**config.mk**
```make
export PLATFORM = sky130hd
export DESIGN_NAME = dffram_bist
export DESIGN_NICKNAME = d
export VERILOG_FILES = /design/src/rtl/dffram_bist.sv
export SDC_FILE = /design/constraint.sdc
export NUM_CORES = 1
export LEC_CHECK = 0
export ABC_AREA = 1
export BUFFER_PORTS_ARGS = -buffer_cell sky130_fd_sc_hd__buf_2
export CAP_MARGIN = 20
export CORE_UTILIZATION = 45
export DETAILED_ROUTE_END_ITERATION = 7
export PLACE_DENSITY = 0.74
export SYNTH_ARGS = -nofsm -noshare
export SYNTH_HDL_FRONTEND = slang
export SYNTH_SLANG_ARGS = --single-unit
export TNS_END_PERCENT = 50
```
**constraint.sdc**
```tcl
create_clock -name CLK -period 2.3 [get_ports CLK]
set_input_delay 0.46 -clock CLK [delete_from_list [all_inputs] [get_ports CLK]]
set_output_delay 0.46 -clock CLK [all_outputs]
set_load 0.05 [all_outputs]
```
**src/rtl/dffram_bist.sv**
```systemverilog
// dffram_bist: March C- self-test controller for a single-port DFFRAM macro.
// Runs M0..M5 over every word, compares read data against the expected
// background and reports the first mismatch (element, address, raw data).
//
// Control handshake: `start` is a one-cycle request that is accepted only in
// IDLE or DONE. `busy` is high from the cycle after acceptance until the test
// ends. `done` then stays high, with `fail` and the captures valid, until the
// next accepted `start` or RST.
module dffram_bist #(
   parameter int              AW      = 8,
   parameter int              DW      = 32,
   parameter logic [DW-1:0]   PATTERN = 32'h0000_0000
) (
   input  logic              CLK,
   input  logic              RST,
   input  logic              start,
   output logic              busy,
   output logic              done,
   output logic              fail,
   output logic [2:0]        fail_elem,
   output logic [AW-1:0]     fail_addr,
   output logic [DW-1:0]     fail_data,
   output logic [DW/8-1:0]   WE0,
   output logic              EN0,
   output logic [AW-1:0]     A0,
   output logic [DW-1:0]     Di0,
   input  logic [DW-1:0]     Do0
);

   typedef enum logic [3:0] {
      S_IDLE,
      S_M0,
      S_M1,
      S_M2,
      S_M3,
      S_M4,
      S_M5,
      S_DRAIN,
      S_DONE
   } state_t;

   localparam logic [AW-1:0] ADDR_MAX = '1;

   state_t          state, state_n;
   logic [AW-1:0]   addr, addr_n;
   logic            phase, phase_n;   // 0: read cycle, 1: write+compare cycle

   logic            descending;
   logic [AW-1:0]   last_addr;
   logic [AW-1:0]   step_addr;

   logic            cmp_valid;
   logic [DW-1:0]   cmp_exp;
   logic [AW-1:0]   cmp_addr;
   logic [2:0]      cmp_elem;
   logic            mismatch;
   logic            accept;

   // March element number reported for a given state.
   function automatic logic [2:0] elem_of(input state_t s);
      case (s)
         S_M1:           elem_of = 3'd1;
         S_M2:           elem_of = 3'd2;
         S_M3:           elem_of = 3'd3;
         S_M4:           elem_of = 3'd4;
         S_M5, S_DRAIN:  elem_of = 3'd5;
         default:        elem_of = 3'd0;
      endcase
   endfunction

   assign accept = start && ((state == S_IDLE) || (state == S_DONE));

   // Address direction for the current element: M3/M4 walk downwards.
   always_comb begin
      descending = (state == S_M3) || (state == S_M4);
      last_addr  = descending ? '0 : ADDR_MAX;
      step_addr  = descending ? addr - 1'b1 : addr + 1'b1;
   end

   // Which read result is checked this cycle, and against what.
   // M5 is pipelined, so it checks the previous address; DRAIN checks the last.
   always_comb begin
      cmp_valid = 1'b0;
      cmp_exp   = PATTERN;
      cmp_addr  = addr;
      cmp_elem  = elem_of(state);
      case (state)
         S_M1, S_M3: begin
            cmp_valid = phase;
            cmp_exp   = PATTERN;
         end
         S_M2, S_M4: begin
            cmp_valid = phase;
            cmp_exp   = ~PATTERN;
         end
         S_M5: begin
            cmp_valid = (addr != '0);
            cmp_addr  = addr - 1'b1;
         end
         S_DRAIN: begin
            cmp_valid = 1'b1;
            cmp_addr  = ADDR_MAX;
         end
         default: ;
      endcase
      mismatch = cmp_valid && (Do0 != cmp_exp);
   end

   // State, address and phase registers.
   always_ff @(posedge CLK) begin
      if (RST) begin
         state <= S_IDLE;
         addr  <= '0;
         phase <= 1'b0;
      end else begin
         state <= state_n;
         addr  <= addr_n;
         phase <= phase_n;
      end
   end

   // Next-state logic: walk addresses per element, abort on first mismatch.
   always_comb begin
      state_n = state;
      addr_n  = addr;
      phase_n = phase;
      case (state)
         S_IDLE, S_DONE: begin
            if (start) begin
               state_n = S_M0;
               addr_n  = '0;
               phase_n = 1'b0;
            end
         end
         S_M0: begin
            if (addr == ADDR_MAX) begin
               state_n = S_M1;
               addr_n  = '0;
            end else begin
               addr_n = step_addr;
            end
         end
         S_M1, S_M2, S_M3, S_M4: begin
            if (!phase) begin
               phase_n = 1'b1;
            end else begin
               phase_n = 1'b0;
               if (mismatch) begin
                  state_n = S_DONE;
               end else if (addr != last_addr) begin
                  addr_n = step_addr;
               end else begin
                  case (state)
                     S_M1: begin
                        state_n = S_M2;
                        addr_n  = '0;
                     end
                     S_M2: begin
                        state_n = S_M3;
                        addr_n  = ADDR_MAX;
                     end
                     S_M3: begin
                        state_n = S_M4;
                        addr_n  = ADDR_MAX;
                     end
                     default: begin
                        state_n = S_M5;
                        addr_n  = '0;
                     end
                  endcase
               end
            end
         end
         S_M5: begin
            if (mismatch) begin
               state_n = S_DONE;
            end else if (addr == ADDR_MAX) begin
               state_n = S_DRAIN;
            end else begin
               addr_n = step_addr;
            end
         end
         S_DRAIN: begin
            state_n = S_DONE;
         end
         default: begin
            state_n = S_IDLE;
         end
      endcase
   end

   // First-failure capture; cleared by reset or by an accepted start.
   always_ff @(posedge CLK) begin
      if (RST || accept) begin
         fail      <= 1'b0;
         fail_elem <= '0;
         fail_addr <= '0;
         fail_data <= '0;
      end else if (mismatch && !fail) begin
         fail      <= 1'b1;
         fail_elem <= cmp_elem;
         fail_addr <= cmp_addr;
         fail_data <= Do0;
      end
   end

   // Status and RAM-side outputs, decoded from state and address only.
   always_comb begin
      busy = (state != S_IDLE) && (state != S_DONE);
      done = (state == S_DONE);
      EN0  = 1'b0;
      WE0  = '0;
      A0   = '0;
      Di0  = '0;
      case (state)
         S_M0: begin
            EN0 = 1'b1;
            WE0 = '1;
            A0  = addr;
            Di0 = PATTERN;
         end
         S_M1, S_M3: begin
            EN0 = 1'b1;
            WE0 = phase ? '1 : '0;
            A0  = addr;
            Di0 = ~PATTERN;
         end
         S_M2, S_M4: begin
            EN0 = 1'b1;
            WE0 = phase ? '1 : '0;
            A0  = addr;
            Di0 = PATTERN;
         end
         S_M5: begin
            EN0 = 1'b1;
            A0  = addr;
         end
         default: ;
      endcase
   end

endmodule

```
== Yosys cells after proc, flatten, opt, wreduce, memory -nomap -nowiden ==
Index checks and enable logic that the tools add are counted.
Widths: inputs -> output; s select.
Storage, ports and cells
  output and inout port bits: 91
  register bits after elaboration: 57
  input port bits: 35
  logic and storage cells: 84
Operators by class
  muxes and demuxes: 32
  eq/ne operators: 20
  add/sub/neg operators: 2
  reductions and logical operators: 23
Operators with widths (count)
  $mux 8: 11
  $mux 32: 2
  $mux 4: 8
  $ne 32x32->1: 1
  $pmux 8 s4: 1
  $pmux 4 s5: 1
  $eq 4x3->1 const B: 4
  $pmux 8 s2: 1
  $pmux 3 s5: 1
  $ne 2x2->1 const B: 5
  $reduce_or 2->1: 5
  $pmux 3 s3: 1
  $add 8x1->8 const B: 1
  $eq 4x2->1 const B: 2
  $eq 8x8->1 const B: 1
  $ne 8x8->1: 1
  $pmux 4 s2: 1
  $reduce_bool 4->1: 2
  $reduce_bool 8->1: 1
  $sub 8x1->8 const B: 1
  $ne 3x3->1 const B: 2
  $reduce_and 6->1: 1
  $reduce_or 6->1: 1
  $reduce_and 5->1: 1
  other kinds (14): 21

== Depth between registers and ports, before layout ==
  word-level depth: 8
  gate-level depth with buffers: 16
  mapped depth without buffers: 15

== Worst setup path before layout ==
Ideal clock, no wire load.
  path type: register -> output
  start: register state[1]
  end: output port A0[0]
  data required time: 1840 ps
  data arrival time: 2332 ps
  cell stages (with the launch flop): 7
  setup slack: -492 ps
  buffers on the path: 0
  path through: dfxtp_1 inv_2 nand2_2 nor2_1 nor2_1 inv_1 nor2_1
On the way
  cells in the longest elaborated chain, start to end: 3
  elaborated cells on any way between the ends: 8
  classes of those cells: eq/ne (6); mux (1); reduce/logical (1)
RTL lines
  start, declared: line 44  | state_t state, state_n;
  start signal, assigned: line 116  | state <= state_n;
  $eq 4x3->1 (tied with other cells): line 215  | case (state)
  $reduce_or 6->1 (no source line) *
  $mux 8 *: line 215
  end, declared: line 25  | output logic [AW-1:0] A0,
Mark *: on every way between the ends. The rest lies on a longest branch, timed or not.

== Final worst setup path ==
  start: register state[1]
  end: output port Di0[1]
On the way
  cells in the longest elaborated chain, start to end: 3
  elaborated cells on any way between the ends: 4
  classes of those cells: eq/ne (2); mux (1); reduce/logical (1)
RTL lines
  $eq 4x3->1 or $eq 4x2->1 (tied branches): line 215
  $reduce_or 2->1 *
  $mux 32 *: line 215
  end, declared: line 26  | output logic [DW-1:0] Di0,
Marked as above.

==> reports/metrics.csv <==
metric;value;unit
status;finished clean;
clk_pin_slew_worst_paths;70;ps
maxCapViolations;0;
hold_path_class;in -> reg;
antenna_found_initial;0;
critical_path_arrival;1790;ps
rsz0062_at_grt;yes;
post-route-period-util;98.0;%
finalSetupTns;0;ps
synth-seq-cells;57;
startpoint_type;flop;
synth_area_leader_cell;dfxtp_1;
core;7210;sq um
synth_flop_cell;dfxtp_1;
gp_congestion;0.884;
pre_cts_slack;203;ps
synth_top_area_share;34.0;%
cts_max_path_buffers;2;
end_kind;output pin;
ir_worst_vdd;0.843;mV
synth_area_leaders;dfxtp_1 34%, nor2_1 15%, nand2_1 11%;
dp_hpwl;6.65;mm
htreeDepth;3;
globalRouteOverflowTotal;0;
relSlewSlack;40.2;%
netlist_area;3360;sq um
numClockSinks;57;
root_buffer;clkbuf_8;
synthTopCellsByCount;137 x nor2_1, 94 x nand2_1, 57 x dfxtp_1;
port_buffers;125;
num_vias;3672;
grt_util_all_layers;24.9;%
cts_buffers;9;
finalPower;7230;uW
fin_nets;662;
fmax;444;MHz
setup_violations;0;
final_area;4310;sq um
drtIter0Drc;223;
syn_inst;513;
firstDrtPassIters;5;
grt_pass1_wl;15.0;mm
dieArea;7810;sq um
skew;5.74;ps
synth_edf_count;0;
hold_viol;0;
seq_area_frac_synth;34.0;%
syn_area_per_cell;6.54;sq um
period_needed;2250;ps
post-synth-top-count-cell;nor2_1;
p_leak;0.00225;uW
synth_cell_types;32;
placed_area;3890;sq um
cp.required;1840;ps
critical_path_class;reg -> out;
clkLatencyLatePin;340;ps
grt_max_degree;37;
start_util;46.5;%
diodes;0;
ant_nets;0;
area_delta_synth_final;28.4;%
fin_hold_ws;365;ps
slew_viol_final;0;
syn_nets;552;
die_w;88.4;um
grt_pass1_vias;3269;
routed_via_density;5.05;
yosysWarnings;0;
fin_ws;45.3;ps
p_per_area;1680;nW/um^2
wl_per_cell;13.1;um
tightestPinTransition;895;ps
die_height;88.4;um
worst-path-max-fanout;8;
rows;31;
routed_wl;9.55;mm
nFillCells;696;
drive_gt1_share;33.1;%
cts_tree;done;
num_io_pins;126;
synth-async-reset-ratio;0;%
remaining_drc_errors;0;
-- stage by stage --
step | util (%) | instances
final | 59.7 | 727
after global routing | 59.7 | 727
after CTS | 57.6 | 720
after detailed placement | 53.9 | 700
after global placement | 53.9 | 700
after floorplan | - | 513
-- cells by family (layout without fill, tap and decap cells) --
group | after synthesis | count (layout) | share of synthesized area (%)
simple gates | 277 | 277 | 35.3
compound gates | 84 | 84 | 13.5
buf+inv | 84 | 199 | 13.9
flops | 57 | 57 | 34.0
xor+xnor | 7 | 7 | 1.83
fa+ha+maj | 4 | 4 | 1.49
-- timing repair --
item / CTS / global route
setup buffers: 2 / 6
gates resized for setup: 3 / 45
cloned: 2 / 1
endpoints found under the setup margin: 44 / 61
pin swaps: 0 / 3
hold buffers: 0 / 0
-- path summary, 6_finish.rpt --
path	from	endpoint	slack, ps	cells after the start
worst max-delay path	state[1]$_SDFFE_PP0P_	Di0[1]	50	7
worst min-delay path	Do0[1]	fail_data[1]$_SDFFE_PP0P_	370	3
worst max register to register	addr[1]$_SDFFE_PP0P_	fail_addr[0]$_SDFFE_PP0P_	200	10
worst min register to register	fail_addr[4]$_SDFFE_PP0P_	fail_addr[4]$_SDFFE_PP0P_	460	2
-- registers in the layout (all words and copies together), names as in the netlist --
name and flops:
fail_addr 8, fail_elem 3, fail 1, phase 1, fail_data 32, state 4, addr 8
-- routing by layer --
| metal | up-vias | part of all wire [%] | wire, um | track usage [%] |
|---|---|---|---|---|
| met3 | 20 | 6.8 | 649 | 6.81 |
| met4 | 0 | 1.8 | 173 | 10.1 |
| met5 | - | 0 | 0 | 0 |
| met2 | 150 | 49 | 4630 | 41.8 |
| li1 | 1832 | - | - | - |
| met1 | 1670 | 43 | 4090 | 30.2 |
-- layout make-up --
| class | instances | area, sq um | share of cell area, % |
|---|---|---|---|
| clock buffer | 10 | 138 | 3.19 |
| clock inverter | 6 | 90.1 | 2.09 |
| inverter | 35 | 135 | 3.13 |
| multi-input combinational | 372 | 1800 | 41.7 |
| sequential | 57 | 1150 | 26.7 |
| tap | 99 | 124 | 2.87 |
| timing repair buffer | 145 | 851 | 19.7 |
| timing repair inverter | 3 | 22.5 | 0.522 |
-- worst max-delay path: stages (launching register included) --
cell	delay, ps
dfxtp_4	380
inv_2	60
nand2_2	110
nor2_2	60
nor2_4	230
buf_12	160
clkinvlp_4	190
buf_4	260
-- report_power, final --
group	leakage, uW	internal, uW	switching [uW]
clock	0.000113	643	434
sequential	0.000465	1220	176
combinational	0.00167	1240	3520
-- layout by cell type, fill, tap and decap left out, types with 2 or more instances in the layout --
cell type,count
nand3_4,2
nand4_1,6
a21oi_1,19
nor2_2,17
o21ai_0,46
buf_6,2
nand2_4,5
buf_4,25
clkinv_1,3
ha_1,4
nand3_1,19
o221ai_1,4
xor2_1,6
nor2_4,3
buf_12,2
nand2_1,91
inv_1,25
a22oi_1,2
dfxtp_4,3
bufinv_16,2
nand3b_1,2
clkbuf_8,10
nor3_1,2
buf_8,2
nand2_2,5
o22ai_1,3
inv_2,6
buf_2,114
nor2_1,124
dfxtp_1,54
o21ai_1,7
clkinvlp_4,5
Note: power is estimated with default switching activity, not from simulation.
